File: config.mk
export PLATFORM = sky130hd
export DESIGN_NAME = my_uart_rx
export DESIGN_NICKNAME = d
export VERILOG_FILES = /design/src/rtl/my_uart_rx.sv
export SDC_FILE = /design/constraint.sdc
export NUM_CORES = 1
export LEC_CHECK = 0
export CAP_MARGIN = 15
export CELL_PAD_IN_SITES_DETAIL_PLACEMENT = 1
export CELL_PAD_IN_SITES_GLOBAL_PLACEMENT = 1
export CORE_MARGIN = 2
export CORE_UTILIZATION = 48
export DETAILED_ROUTE_END_ITERATION = 6
export GPL_TIMING_DRIVEN = 0
export PLACE_DENSITY_LB_ADDON = 0.1
export SLEW_MARGIN = 20
export SYNTH_ARGS = -nofsm -noshare
export SYNTH_HDL_FRONTEND = slang
export SYNTH_SLANG_ARGS = --single-unit
File: constraint.sdc
create_clock -name clk_1M -period 3 [get_ports clk_1M]
set_clock_uncertainty 0.15 [all_clocks]
set_input_delay 0.9 -clock clk_1M [delete_from_list [all_inputs] [get_ports clk_1M]]
set_output_delay 0.9 -clock clk_1M [all_outputs]
set_load 0.02 [all_outputs]
File: src/rtl/my_uart_rx.sv
// Two-byte frame receiver: start, A[0..7], B[0..7], stop; LSB first, idle high.
// Optional RX_LSB_CHECK_EN: A[0]/B[0] slots must be 0, else frame_err and forced 0.
module my_uart_rx #(
    parameter int CLKS_PER_BIT = 1,
    parameter int SYNC_STAGES  = 2
) (
    input  logic       clk_1M,
    input  logic       rst,
    input  logic       rs232_rx,
    output logic [7:0] Arx_data,
    output logic [7:0] Brx_data,
    output logic       rx_valid,
    output logic       frame_err,
    output logic       rx_busy
);

    localparam int CW = $clog2(CLKS_PER_BIT) + 1;
    localparam logic [CW-1:0] SAMPLE = CW'(CLKS_PER_BIT / 2);
    localparam logic [CW-1:0] LAST   = CW'(CLKS_PER_BIT - 1);
    localparam bit FALSE_CHK = (CLKS_PER_BIT >= 3);

    typedef enum logic [1:0] {IDLE, START, DATA, STOP} state_t;

    state_t state_q, state_d;
    logic [SYNC_STAGES-1:0] sync_q;
    logic [CW-1:0] cnt_q, cnt_d;
    logic [3:0] idx_q, idx_d;
    logic [15:0] shadow_q, shadow_d;
    logic need_high_q, need_high_d;
    logic publish;
    logic rxs;

    assign rxs     = sync_q[SYNC_STAGES-1];
    assign rx_busy = (state_q != IDLE);

    always_ff @(posedge clk_1M or negedge rst) begin
        if (!rst) begin
            sync_q      <= '1;
            state_q     <= IDLE;
            cnt_q       <= '0;
            idx_q       <= '0;
            shadow_q    <= '0;
            need_high_q <= 1'b0;
        end else begin
            sync_q      <= {sync_q[SYNC_STAGES-2:0], rs232_rx};
            state_q     <= state_d;
            cnt_q       <= cnt_d;
            idx_q       <= idx_d;
            shadow_q    <= shadow_d;
            need_high_q <= need_high_d;
        end
    end

    always_comb begin
        state_d     = state_q;
        cnt_d       = cnt_q;
        idx_d       = idx_q;
        shadow_d    = shadow_q;
        need_high_d = need_high_q;
        publish     = 1'b0;
        unique case (state_q)
            IDLE: begin
                cnt_d = '0;
                idx_d = '0;
                if (need_high_q) begin
                    if (rxs) need_high_d = 1'b0;
                end else if (!rxs) begin
                    // the detect cycle is the first clock of the start bit
                    if (CLKS_PER_BIT == 1) begin
                        state_d = DATA;
                    end else begin
                        state_d = START;
                        cnt_d   = CW'(1);
                    end
                end
            end
            START: begin
                if (FALSE_CHK && cnt_q == SAMPLE && rxs) begin
                    state_d = IDLE;
                    cnt_d   = '0;
                end else if (cnt_q == LAST) begin
                    state_d = DATA;
                    cnt_d   = '0;
                    idx_d   = '0;
                end else begin
                    cnt_d = cnt_q + 1'b1;
                end
            end
            DATA: begin
                if (cnt_q == SAMPLE) shadow_d[idx_q] = rxs;
                if (cnt_q == LAST) begin
                    cnt_d = '0;
                    if (idx_q == 4'd15) state_d = STOP;
                    else idx_d = idx_q + 4'd1;
                end else begin
                    cnt_d = cnt_q + 1'b1;
                end
            end
            STOP: begin
                if (cnt_q == SAMPLE) begin
                    publish     = 1'b1;
                    state_d     = IDLE;
                    cnt_d       = '0;
                    need_high_d = ~rxs;
                end else begin
                    cnt_d = cnt_q + 1'b1;
                end
            end
        endcase
    end

    always_ff @(posedge clk_1M or negedge rst) begin
        if (!rst) begin
            Arx_data  <= '0;
            Brx_data  <= '0;
            rx_valid  <= 1'b0;
            frame_err <= 1'b0;
        end else begin
            rx_valid <= publish;
            if (publish) begin
`ifdef RX_LSB_CHECK_EN
                Arx_data  <= {shadow_q[7:1], 1'b0};
                Brx_data  <= {shadow_q[15:9], 1'b0};
                frame_err <= ~rxs | shadow_q[0] | shadow_q[8];
`else
                Arx_data  <= shadow_q[7:0];
                Brx_data  <= shadow_q[15:8];
                frame_err <= ~rxs;
`endif
            end
        end
    end

endmodule
==> flow_summary.toml <==
[sta]
period_share_pct = 90.8
worst_slew_pin_slew_ps = 413
fmax_mhz = 367
fin_crit_ps = 2720
tns_ps = 0
setup_viol = 0
rsz0062_at_grt = "false"
hold_violations = 0
maxSlewHeadroom_pct = 72.5
slew_viol_final = 0

[finish]
layout_common_cells = "dfrtp_1, mux2_2, clkdlybuf4s50_1"
final_net_count = 185
final_common_cell = "dfrtp_1"
area_delta_synth_final_pct = 19.1
antenna_cells = 0
drive_above_1_share_pct = 30.3
final_util_pct = 61.0

[worst_setup_path]
cp_num_buf_inv = 3
crit_family = "buffers and inverters"
crit_type = "reg -> out"
crit_top_cell = "inv_1"
start_kind = "register"
worstPathArrival_ps = 1670
worst-path-max-fanout = 4
critPathMaxStageDelay_ps = 590
cp_slowest_cell = "clkdlybuf4s50_1"
cp_data_required_time_ps = 1950
endpoint_kind = "output port"
path_cells = "inv_1 -> ha_1 -> inv_1 -> clkdlybuf4s50_1"

[floorplan]
start_util_pct = 51.2
dieHeight_um = 67.2
io_pins = 22
num_rows = 22
core_area_mm2 = 0.00374
fp.dieArea_mm2 = 0.00452
fp.dieW_um = 67.2

[route]
route.detailed.drc = 0
vias = 1227
firstDrtPassIters = 4
finalWirelength_mm = 3.71
ant_nets = 0
wire_per_inst_um = 16.6
drt-initial-drc-count = 59
viasPerCell = 5.50

[synthesis]
ys_warn_count = 0
seq_area_frac_synth_pct = 56.3
yosysUniqueCellTypes = 30
ys_ff_latch = 43
synth_nets = 156
synthCells = 145
synth.avg_cell_area_um2 = 13.2
netlist_area_mm2 = 0.00192

[cts]
numCtsBuffers = 5
clock_path_buffers = 2
cts_sinks = 43
cts-resized-gates = 0
htreeDepth = 2
postCtsSetupRepairBufs = 0
cts_tree = "yes"
hold_buffers = 0
clk_pin_slew_ps = 70
clock_latency_ps = 290
clockRootBuffer = "clkbuf_8"

[global_route]
grt_max_degree = 28
grt_pass1_wl_mm = 6.44
grt_usage_pct = 19.6
grt.overflow.total = 0
grt_pass1_vias = 1358
antenna_found_initial = 0

[power_and_ir_drop]
powerDensity_mw_per_mm2 = 1110
leakagePower_nw = 0.998
worst_ir_drop_vdd_mv = 0.475

[place]
routabilityCongestion = 0.849
dp_hpwl_mm = 2.73
port_buffers = 21

[flow_run]
cap_viol_max_count = 0

[run_status]
outcome = "finished clean"

[worst_hold_path]
hp-class = "reg -> reg"
registers in the layout (all words and copies together), names as in the netlist:
signal       cells
shadow_q        16
idx_q            4
sync_q           2
Brx_data         8
need_high_q      1
frame_err        1
Arx_data         8
state_q          2
rx_valid         1
cell families (layout without fill, tap and decap cells):
group | Yosys count | count (layout) | share of synthesized area (%)
flops | 43 | 43 | 56.3
simple gates | 27 | 27 | 7.96
fa+ha+maj | 8 | 8 | 5.22
mux | 34 | 34 | 20.0
compound gates | 15 | 15 | 4.63
buf+inv | 18 | 48 | 5.87
worst register-to-register path: stages, from the launching register on:
cell and delay [ps]:
dfrtp_1 420, inv_1 90, ha_1 220, buf_4 170
and2b_2 230, nand3_1 100, mux2_2 330
layout make-up:
cell class | instances | area, µm²
inverter | 10 | 37.5
tap | 48 | 60.1
sequential | 43 | 1080
clock buffer | 7 | 76.3
multi-input combinational | 84 | 726
clock inverter | 1 | 5.00
timing repair buffer | 22 | 225
fill | 388 | 1460
buffer | 8 | 75.1
synth_stat cells:
cell      instances  area [µm²]
o21ai_0           1        5.00
o31a_1            1        8.76
buf_8             1        15.0
and2b_1           1        7.51
mux2i_1           2        20.0
mux2_2           31         349
mux2_4            1        15.0
nand4_1           4        25.0
buf_6             1        11.3
dfrtp_1          41        1030
nor2_1            2        7.51
ha_1              8         100
o21ai_1           1        5.00
and2b_2           2        17.5
clkbuf_8          1        13.8
buf_4             4        30.0
a31oi_1           2        12.5
a22oi_1           1        7.51
dfstp_2           2        52.6
nand3_1           9        45.0
buf_2             1        5.00
and3_4            1        11.3
a21oi_1           7        35.0
o22ai_1           1        6.26
inv_1            10        37.5
nor3_1            2        10.0
nand2_1           4        15.0
nand3b_1          1        7.51
o22a_1            1        8.76
nor2b_1           1        6.26
where the power goes:
part / internal (mW) / switching (mW) / total (mW) / leakage [nW]
logic: 0.610 / 0.569 / 1.18 / 0.452
clock network: 0.163 / 0.179 / 0.342 / 0.0422
registers: 0.855 / 0.160 / 1.02 / 0.504
total: 1.63 / 0.908 / 2.54 / 0.998
final timing paths:
check | slack [ps] | end | cells after the start | startpoint
worst max-delay path | 280 | rx_busy | 4 | state_q[0]$_DFFE_PN0P_
worst min-delay path | 210 | sync_q[1]$_DFF_PN1_ | 0 | sync_q[0]$_DFF_PN1_
worst max register to register | 1180 | shadow_q[11]$_DFFE_PN0P_ | 6 | state_q[0]$_DFFE_PN0P_
worst min register to register | 210 | sync_q[1]$_DFF_PN1_ | 0 | sync_q[0]$_DFF_PN1_
max in group asynchronous | 1760 | sync_q[0]$_DFF_PN1_ | 2 | rst
min in group asynchronous | 380 | Brx_data[6]$_DFFE_PN0P_ | 1 | rst
per-layer routing:
metal  track usage (%)  vias up  wire, µm
li1                  -      562         -
met1              23.9      624      1590
met2              33.3       33      1880
met3              5.83        8       174
met4              6.63        0        56
met5                 0        -         0
metrics by stage:
step / hold slack, ps / power (mW) / cells / cell area, µm² / setup slack [ps]
detailed placement: 203 / 2.22 / 215 / 2200 / 592
finish: 211 / 2.54 / 223 / 2280 / 276
global placement: 197 / 2.13 / 214 / 2190 / -130
CTS: 214 / 2.57 / 223 / 2280 / 261
global route: 216 / 2.73 / 223 / 2280 / 201
floorplan: 195 / 1.76 / 145 / 1920 / 1180
(Power assumes the default switching activity.)
